### src/rtl/video_timing_pattern_generator.sv
// Video timing and calibration pattern generator feeding the HDMI encoder path.
// Optional feature: define VTG_BORDER_EN to force a white 1-pixel border around the active area.
module video_timing_pattern_generator #(
  parameter int   H_ACTIVE = 1280,
  parameter int   H_FP     = 110,
  parameter int   H_SYNC   = 40,
  parameter int   H_BP     = 220,
  parameter int   V_ACTIVE = 720,
  parameter int   V_FP     = 5,
  parameter int   V_SYNC   = 5,
  parameter int   V_BP     = 20,
  parameter logic SYNC_POL = 1'b1
) (
  input  logic       clk,
  input  logic       reset,
  input  logic       enable,
  input  logic [2:0] pattern_sel,
  input  logic [7:0] level,
  output logic       de,
  output logic       hsync,
  output logic       vsync,
  output logic [7:0] r,
  output logic [7:0] g,
  output logic [7:0] b,
  output logic       frame_start
);

  localparam int H_TOT = H_ACTIVE + H_FP + H_SYNC + H_BP;
  localparam int V_TOT = V_ACTIVE + V_FP + V_SYNC + V_BP;
  localparam int HW    = $clog2(H_TOT);
  localparam int VW    = $clog2(V_TOT);
  localparam logic [HW-1:0] H_LAST = HW'(H_TOT - 1);
  localparam logic [VW-1:0] V_LAST = VW'(V_TOT - 1);

  logic [HW-1:0] h_cnt_p0;
  logic [VW-1:0] v_cnt_p0;
  logic [2:0]    sel_shadow;
  logic [7:0]    level_shadow;

  int            h_p0;
  int            v_p0;
  logic          origin_p0;
  logic          active_p0;
  logic          hs_on_p0;
  logic          vs_on_p0;
  logic [2:0]    sel_p0;
  logic [7:0]    level_p0;
  logic [23:0]   rgb_p0;

  logic          de_p1;
  logic          hs_p1;
  logic          vs_p1;
  logic          fs_p1;
  logic [23:0]   rgb_p1;

  function automatic logic [2:0] bar_index(input int h);
    logic [2:0] idx;
    idx = 3'd0;
    for (int k = 1; k < 8; k++) begin
      if (h >= (k * H_ACTIVE) / 8) idx = 3'(k);
    end
    return idx;
  endfunction

  // Lit channels as {r,g,b}: white, yellow, cyan, green, magenta, red, blue, black.
  function automatic logic [2:0] bar_colour(input logic [2:0] idx);
    logic [2:0] lit;
    lit = 3'b000;
    case (idx)
      3'd0:    lit = 3'b111;
      3'd1:    lit = 3'b110;
      3'd2:    lit = 3'b011;
      3'd3:    lit = 3'b010;
      3'd4:    lit = 3'b101;
      3'd5:    lit = 3'b100;
      3'd6:    lit = 3'b001;
      default: lit = 3'b000;
    endcase
    return lit;
  endfunction

  function automatic logic [23:0] pattern_pixel(input logic [2:0] sel, input logic [7:0] lvl,
                                                input int h, input int v);
    logic [23:0] px;
    logic [2:0]  lit;
    logic [7:0]  ramp_h;
    logic [7:0]  ramp_v;
    ramp_h = 8'(h);
    ramp_v = 8'(v);
    lit    = 3'b000;
    px     = 24'h0;
    case (sel)
      3'd0: px = {3{lvl}};
      3'd1: begin
        lit = bar_colour(bar_index(h));
        px  = {lit[2] ? lvl : 8'h00, lit[1] ? lvl : 8'h00, lit[0] ? lvl : 8'h00};
      end
      3'd2: px = {3{ramp_h}};
      3'd3: px = {3{ramp_v}};
      3'd4: px = (ramp_h[5] ^ ramp_v[5]) ? {3{lvl}} : 24'h0;
      3'd5: px = {3{ramp_h[7:4], ramp_h[7:4]}};
      default: px = 24'h0;
    endcase
    return px;
  endfunction

  // Stage p0: raster counters; held at origin while idle.
  always_ff @(posedge clk) begin
    if (reset || !enable) begin
      h_cnt_p0 <= '0;
      v_cnt_p0 <= '0;
    end else if (h_cnt_p0 == H_LAST) begin
      h_cnt_p0 <= '0;
      v_cnt_p0 <= (v_cnt_p0 == V_LAST) ? '0 : v_cnt_p0 + 1'b1;
    end else begin
      h_cnt_p0 <= h_cnt_p0 + 1'b1;
    end
  end

  // The origin pixel already uses the live inputs, so the whole frame sees one setting.
  always_ff @(posedge clk) begin
    if (origin_p0) begin
      sel_shadow   <= pattern_sel;
      level_shadow <= level;
    end
  end

  always_comb begin
    h_p0      = int'(h_cnt_p0);
    v_p0      = int'(v_cnt_p0);
    origin_p0 = (h_cnt_p0 == '0) && (v_cnt_p0 == '0);
    active_p0 = (h_p0 < H_ACTIVE) && (v_p0 < V_ACTIVE);
    hs_on_p0  = (h_p0 >= H_ACTIVE + H_FP) && (h_p0 < H_ACTIVE + H_FP + H_SYNC);
    vs_on_p0  = (v_p0 >= V_ACTIVE + V_FP) && (v_p0 < V_ACTIVE + V_FP + V_SYNC);
    sel_p0    = origin_p0 ? pattern_sel : sel_shadow;
    level_p0  = origin_p0 ? level : level_shadow;
    rgb_p0    = 24'h0;
    if (active_p0) begin
      rgb_p0 = pattern_pixel(sel_p0, level_p0, h_p0, v_p0);
`ifdef VTG_BORDER_EN
      if ((h_p0 == 0) || (h_p0 == H_ACTIVE - 1) || (v_p0 == 0) || (v_p0 == V_ACTIVE - 1))
        rgb_p0 = 24'hFFFFFF;
`endif
    end
  end

  // Stage p1: registered outputs, one clock after the counter state they decode.
  always_ff @(posedge clk) begin
    if (reset || !enable) begin
      de_p1  <= 1'b0;
      hs_p1  <= ~SYNC_POL;
      vs_p1  <= ~SYNC_POL;
      fs_p1  <= 1'b0;
      rgb_p1 <= 24'h0;
    end else begin
      de_p1  <= active_p0;
      hs_p1  <= hs_on_p0 ~^ SYNC_POL;
      vs_p1  <= vs_on_p0 ~^ SYNC_POL;
      fs_p1  <= origin_p0;
      rgb_p1 <= rgb_p0;
    end
  end

  assign de          = de_p1;
  assign hsync       = hs_p1;
  assign vsync       = vs_p1;
  assign frame_start = fs_p1;
  assign r           = rgb_p1[23:16];
  assign g           = rgb_p1[15:8];
  assign b           = rgb_p1[7:0];

endmodule

### config.mk
export PLATFORM = sky130hd
export DESIGN_NAME = video_timing_pattern_generator
export DESIGN_NICKNAME = d
export VERILOG_FILES = /design/src/rtl/video_timing_pattern_generator.sv
export SDC_FILE = /design/constraint.sdc
export NUM_CORES = 1
export LEC_CHECK = 0
export CAP_MARGIN = 25
export CORE_MARGIN = 2
export CORE_UTILIZATION = 49
export CTS_CLUSTER_SIZE = 8
export DETAILED_ROUTE_END_ITERATION = 8
export GPL_TIMING_DRIVEN = 0
export PLACE_DENSITY_LB_ADDON = 0.2
export SYNTH_ARGS = -nofsm -noshare
export SYNTH_HDL_FRONTEND = slang
export SYNTH_SLANG_ARGS = --single-unit
### constraint.sdc
create_clock -name clk -period 2.5 [get_ports clk]
set_clock_uncertainty 0.1 [all_clocks]
set_input_delay 0.5 -clock clk [delete_from_list [all_inputs] [get_ports clk]]
set_output_delay 0.5 -clock clk [all_outputs]
set_load 0.01 [all_outputs]
Yosys cells after proc, flatten, opt, wreduce, memory -nomap -nowiden
Cells that the tools add are included.
{"block": "totals", "out_inout_bits": 28, "reg_bits": 60, "input_bits": 14, "elab_cells": 71}
{"block": "op_classes", "bitwise_logic": 2, "reduce_logical": 12, "add_sub_neg": 2, "magnitude_cmp": 13, "n_eq_ne": 13, "n_mux": 20}
{"op": "$pmux 24 s6", "count": 1}
{"op": "$ge 11x10->1 const B", "count": 3}
{"op": "$mux 3", "count": 11}
{"op": "$mux 8", "count": 4}
{"op": "$mux 24", "count": 1}
{"op": "$ge 11x11->1 const B", "count": 2}
{"op": "$ge 11x9->1 const B", "count": 2}
{"op": "$lt 11x11->1 const B", "count": 2}
{"op": "$pmux 3 s7", "count": 1}
{"op": "$lt 10x10->1 const B", "count": 2}
{"op": "$eq 3x3->1 const B", "count": 5}
{"op": "$eq 3x2->1 const B", "count": 4}
{"op": "$add 11x1->11 const B", "count": 1}
{"op": "$eq 11x11->1 const B", "count": 1}
{"op": "$ge 11x8->1 const B", "count": 1}
{"op": "$logic_not 11->1", "count": 1}
{"op": "$add 10x1->10 const B", "count": 1}
{"op": "$eq 10x10->1 const B", "count": 1}
{"op": "$ge 10x10->1 const B", "count": 1}
{"op": "$logic_not 10->1", "count": 1}
{"op": "$mux 10", "count": 1}
{"op": "$eq 3x1->1 const B", "count": 2}
{"op": "$logic_not 3->1", "count": 2}
{"op": "$logic_and 1x1->1", "count": 4}
{"op": "6 further kinds", "count": 7}

Depth between registers and ports, before layout
{"block": "logic_depth", "word_depth": 16, "mapped_depth": 11, "depth_no_buf": 9}

Least setup slack after synthesis
OpenSTA, ideal clock, no wires.
{"block": "synth_path", "path_type": "reg-to-reg", "start": "reg v_cnt_p0[1]", "end": "reg rgb_p1[12]", "path_slack_ps": 56, "t_required_ps": 2262, "arrival_ps": 2206, "path_buffers": 0, "setup_ps": 138, "stages_incl_launch_ff": 10, "period_less_slack_ps": 2444, "path_cell_list": "dfxtp_1 > inv_1 > ha_1 > nor4b_2 > nand4b_2 > nor2_4 > mux2_2 > and2_1 > a222oi_1 > a21oi_1"}
{"block": "synth_via", "elab_chain_len": 5, "word_cells_on_any_way": 17, "cone_classes": "order compare (1); eq/ne (5); mux (5); bitwise (1); reduce/logical (5)"}
{"item": "start: declaration", "line": "36", "source": "logic [VW-1:0] v_cnt_p0;"}
{"item": "start signal: assignment", "line": "114", "source": "v_cnt_p0 <= (v_cnt_p0 == V_LAST) ? '0 : v_cnt_p0 + 1'b1;"}
{"item": "$logic_not 10->1", "line": "131", "source": "origin_p0 = (h_cnt_p0 == '0) && (v_cnt_p0 == '0);"}
{"item": "$logic_and 1x1->1", "line": "131"}
{"item": "$mux 3 or $mux 8 (tied branches)"}
{"item": "$eq 3x3->1 (tied with other cells)", "line": "92", "source": "case (sel)"}
{"item": "$pmux 24 s6", "line": "92"}
{"item": "end signal: assignment", "line": "160", "source": "rgb_p1 <= rgb_p0;"}
{"item": "end: declaration", "line": "54", "source": "logic [23:0] rgb_p1;"}
Parallel ways exist; a longest one is shown, timed or not.
A chain may end at the register's enable or synchronous reset.

Worst setup path after layout
{"block": "layout_path", "start": "in pattern_sel[1]", "end": "reg rgb_p1[14]"}
{"block": "layout_via", "elab_chain_len": 3, "word_cells_on_any_way": 8, "cone_classes": "eq/ne (5); mux (2); reduce/logical (1)"}
{"item": "start: declaration", "line": "17", "source": "input logic [2:0] pattern_sel,"}
{"item": "$mux 3 *"}
{"item": "$eq 3x3->1 (tied with other cells)", "line": "92"}
{"item": "$pmux 24 s6 *", "line": "92"}
Mark *: on every way between the ends. The rest lies on a longest branch, timed or not.

==> results.py <==
metrics = {
    "run_status": {
        "status": "finished, violations left",
        "violations": "negative setup slack",
    },
    "detailed_routing": {
        "wl_met3_um": 530,
        "via_per_inst": 5.59,
        "wirelength_um": 8060,
        "drt_iter0_drc": 224,
        "ant_nets": 0,
        "firstDrtPassIters": 5,
        "vias": 2729,
        "wl_met2_um": 3920,
        "top_layer_used": "met4",
        "drc": 0,
        "wl_per_cell_um": 16.5,
        "wl_met1_um": 3250,
    },
    "power_and_ir_drop": {
        "power_density_mw_per_mm2": 548,
        "swShare_pct": 25.7,
        "clkPwrFrac_pct": 40.0,
        "total_leakage_power_nw": 1.57,
        "p_int_w": 0.00167,
        "seq_power_share_pct": 45.0,
        "pwr-share-comb_pct": 14.9,
        "p_sw_w": 0.000578,
        "ir_worst_vdd_mv": 0.450,
    },
    "synth": {
        "ys_warn_count": 0,
        "synthCells": 336,
        "async_flop_share_pct": 0,
        "yosysSeqAreaShare_pct": 39.9,
        "ys.flop_type": "dfxtp_1",
        "synthesis.nets": 357,
        "synth-seq-cells": 60,
        "syn_area_per_cell_um2": 8.96,
        "synth_cell_types": 63,
        "synth_edf_count": 0,
        "netlist_area_mm2": 0.00301,
    },
    "cells_and_area": {
        "syn2layout_area_growth_pct": 36.0,
        "layout_common_cells": "dfxtp_1, nor2_1, clkdlybuf4s50_1",
        "diodes": 0,
        "final_common_cell": "dfxtp_1",
        "final_cells": 488,
        "layout-drive-gt1-share_pct": 24.2,
        "nNetsFinal": 429,
        "final_cell_area_mm2": 0.00410,
    },
    "sta": {
        "tns_ns": -0.631,
        "report.final.slew_viol_count": 0,
        "hold_viol": 0,
        "fmaxAchievable_mhz": 382,
        "rsz0062_at_grt": "true",
        "setup_violations": 8,
        "relSlewSlack_pct": 55.3,
        "finalCritPeriodShare_pct": 105,
        "fin_ws_ns": -0.115,
        "min_period_ns": 2.61,
        "worst_pin_slew_ns": 0.667,
    },
    "floorplanning": {
        "die_x_um": 82.4,
        "rows": 28,
        "die_h_um": 82.4,
        "core_mm2": 0.00592,
        "dieArea_mm2": 0.00679,
        "ioPinCount": 42,
        "start_util_pct": 50.9,
    },
    "clocking": {
        "path_clk_slew_ns": 0.06,
        "hold_buffers": 0,
        "cts_tree": "done",
        "clock_sinks": 60,
        "h-tree-depth": 3,
        "cts_root_buf": "clkbuf_8",
        "numCtsBuffers": 9,
        "ctsLongestPathBuffers": 2,
        "worstSkewPairLatency_ns": 0.34,
    },
    "place": {
        "gp_congestion": 0.926,
        "place_hpwl_um": 5120,
        "pre_cts_ws_ns": -0.489,
        "port_buffers": 41,
        "placed_cell_area_mm2": 0.00352,
        "numPlacedInstances": 452,
    },
    "critical_path": {
        "critPathCaptureType": "flip-flop",
        "worstSetupPathType": "primary input to flip-flop",
        "path_max_fanout": 5,
        "start_kind": "primary input",
        "worstPathArrival_ns": 2.74,
        "required_ns": 2.63,
    },
    "min_path": {
        "hold_class": "flip-flop to flip-flop",
    },
    "global_routing": {
        "track_usage_pct": 23.9,
        "grt_max_degree": 11,
        "grt_pass1_vias": 2444,
        "antenna_found_initial": 0,
        "grt_pass1_wl_um": 12000,
        "grt_overflow": 0,
    },
    "run": {
        "max_cap_violations": 0,
    },
}
==> registers in the layout, summed over array words and instances, names as in the netlist <==
signal	cells
rgb_p1	24
h_cnt_p0	11
v_cnt_p0	10
level_shadow	8
sel_shadow	3
de	1
frame_start	1
hsync	1
vsync	1
==> worst paths after layout <==
path,from,to,slack [ns],cells past startpoint
setup reg to reg,v_cnt_p0[7],rgb_p1[14],-0.07,8
hold / removal,level_shadow[2],level_shadow[2],0.40,2
setup / recovery,pattern_sel[1],rgb_p1[14],-0.11,8
hold reg to reg,level_shadow[2],level_shadow[2],0.40,2
==> layout make-up <==
class                   count  area, um2
plain buffers              15        135
clock buffers              12        155
clock inverters             4       47.5
fillers                   447       1820
inverters                  16       65.1
multi-input cells         245       1780
flip-flops and latches     60       1210
well taps                  75       93.8
repair buffers             61        608
==> repair_timing <==
action	CTS	global route
pin swaps	7	11
setup buffers	13	6
setup endpoints to repair	24	24
endpoints found under the hold margin	0	0
gates cloned	2	0
resized for setup	28	20
==> worst max-delay path, cell delays in order <==
cell and delay (ns):
clkdlybuf4s50_1 0.55, and2b_2 0.29, nor2b_2 0.16, or4_1 0.49
o31a_1 0.17, a222oi_1 0.32, buf_4 0.20, a21oi_2 0.05
==> cell usage after synthesis (4+ instances only) <==
cell	count	share of area, %
o21ai_0	5	0.83
mux2i_1	8	2.7
dfxtp_1	60	40
nand4_1	4	0.83
nand2_1	35	4.4
nor2_1	42	5.2
xor2_1	7	2.0
nand3_1	10	1.7
buf_6	6	2.2
buf_4	4	1.0
ha_1	7	2.9
and2b_2	4	1.2
nor3_1	4	0.66
mux2_2	9	3.4
xnor2_1	12	3.5
inv_1	16	2.0
o21a_1	9	2.2
a21oi_1	22	3.7
a31oi_1	7	1.5
==> routing by layer <==
| layer | vias up | global-route usage, % |
|---|---|---|
| met2 | 115 | 37.9 |
| met5 | - | 0 |
| met1 | 1268 | 30.4 |
| met3 | 34 | 5.00 |
| li1 | 1312 | - |
| met4 | 0 | 12.8 |
==> power by group through the flow <==
stage | sequential, W | clock, W | combinational, W
finish | 0.00101 | 0.000898 | 0.000335
global route | 0.00101 | 0.000944 | 0.000358
global placement | 0.00103 | 0 | 0.000235
CTS | 0.00101 | 0.000908 | 0.000301
detailed placement | 0.00103 | 0 | 0.000240
floorplan | 0.00103 | 0 | 0.000148
==> stage by stage <==
stage | hold WS (ns) | total power (W) | utilization (%)
5_1_grt | 0.421 | 0.00231 | 69.2
4_1_cts | 0.405 | 0.00222 | 67.1
3_3_place_gp | 0.379 | 0.00126 | 59.4
6_report | 0.405 | 0.00224 | 69.2
2_1_floorplan | 0.356 | 0.00118 | -
3_5_place_dp | 0.388 | 0.00127 | 59.4
==> cells by family after synthesis <==
kind of cell	Yosys count	share of synthesized area, %
xor gates and xnor gates	19	5.53
muxes	19	6.86
AOI/OAI and AO/OA	64	14.2
buffers and inverters	32	6.40
adders and majority gates	7	2.91
and+or+nand+nor	135	24.2
DFF	60	39.9
Note: power is estimated with default switching activity, not from simulation.
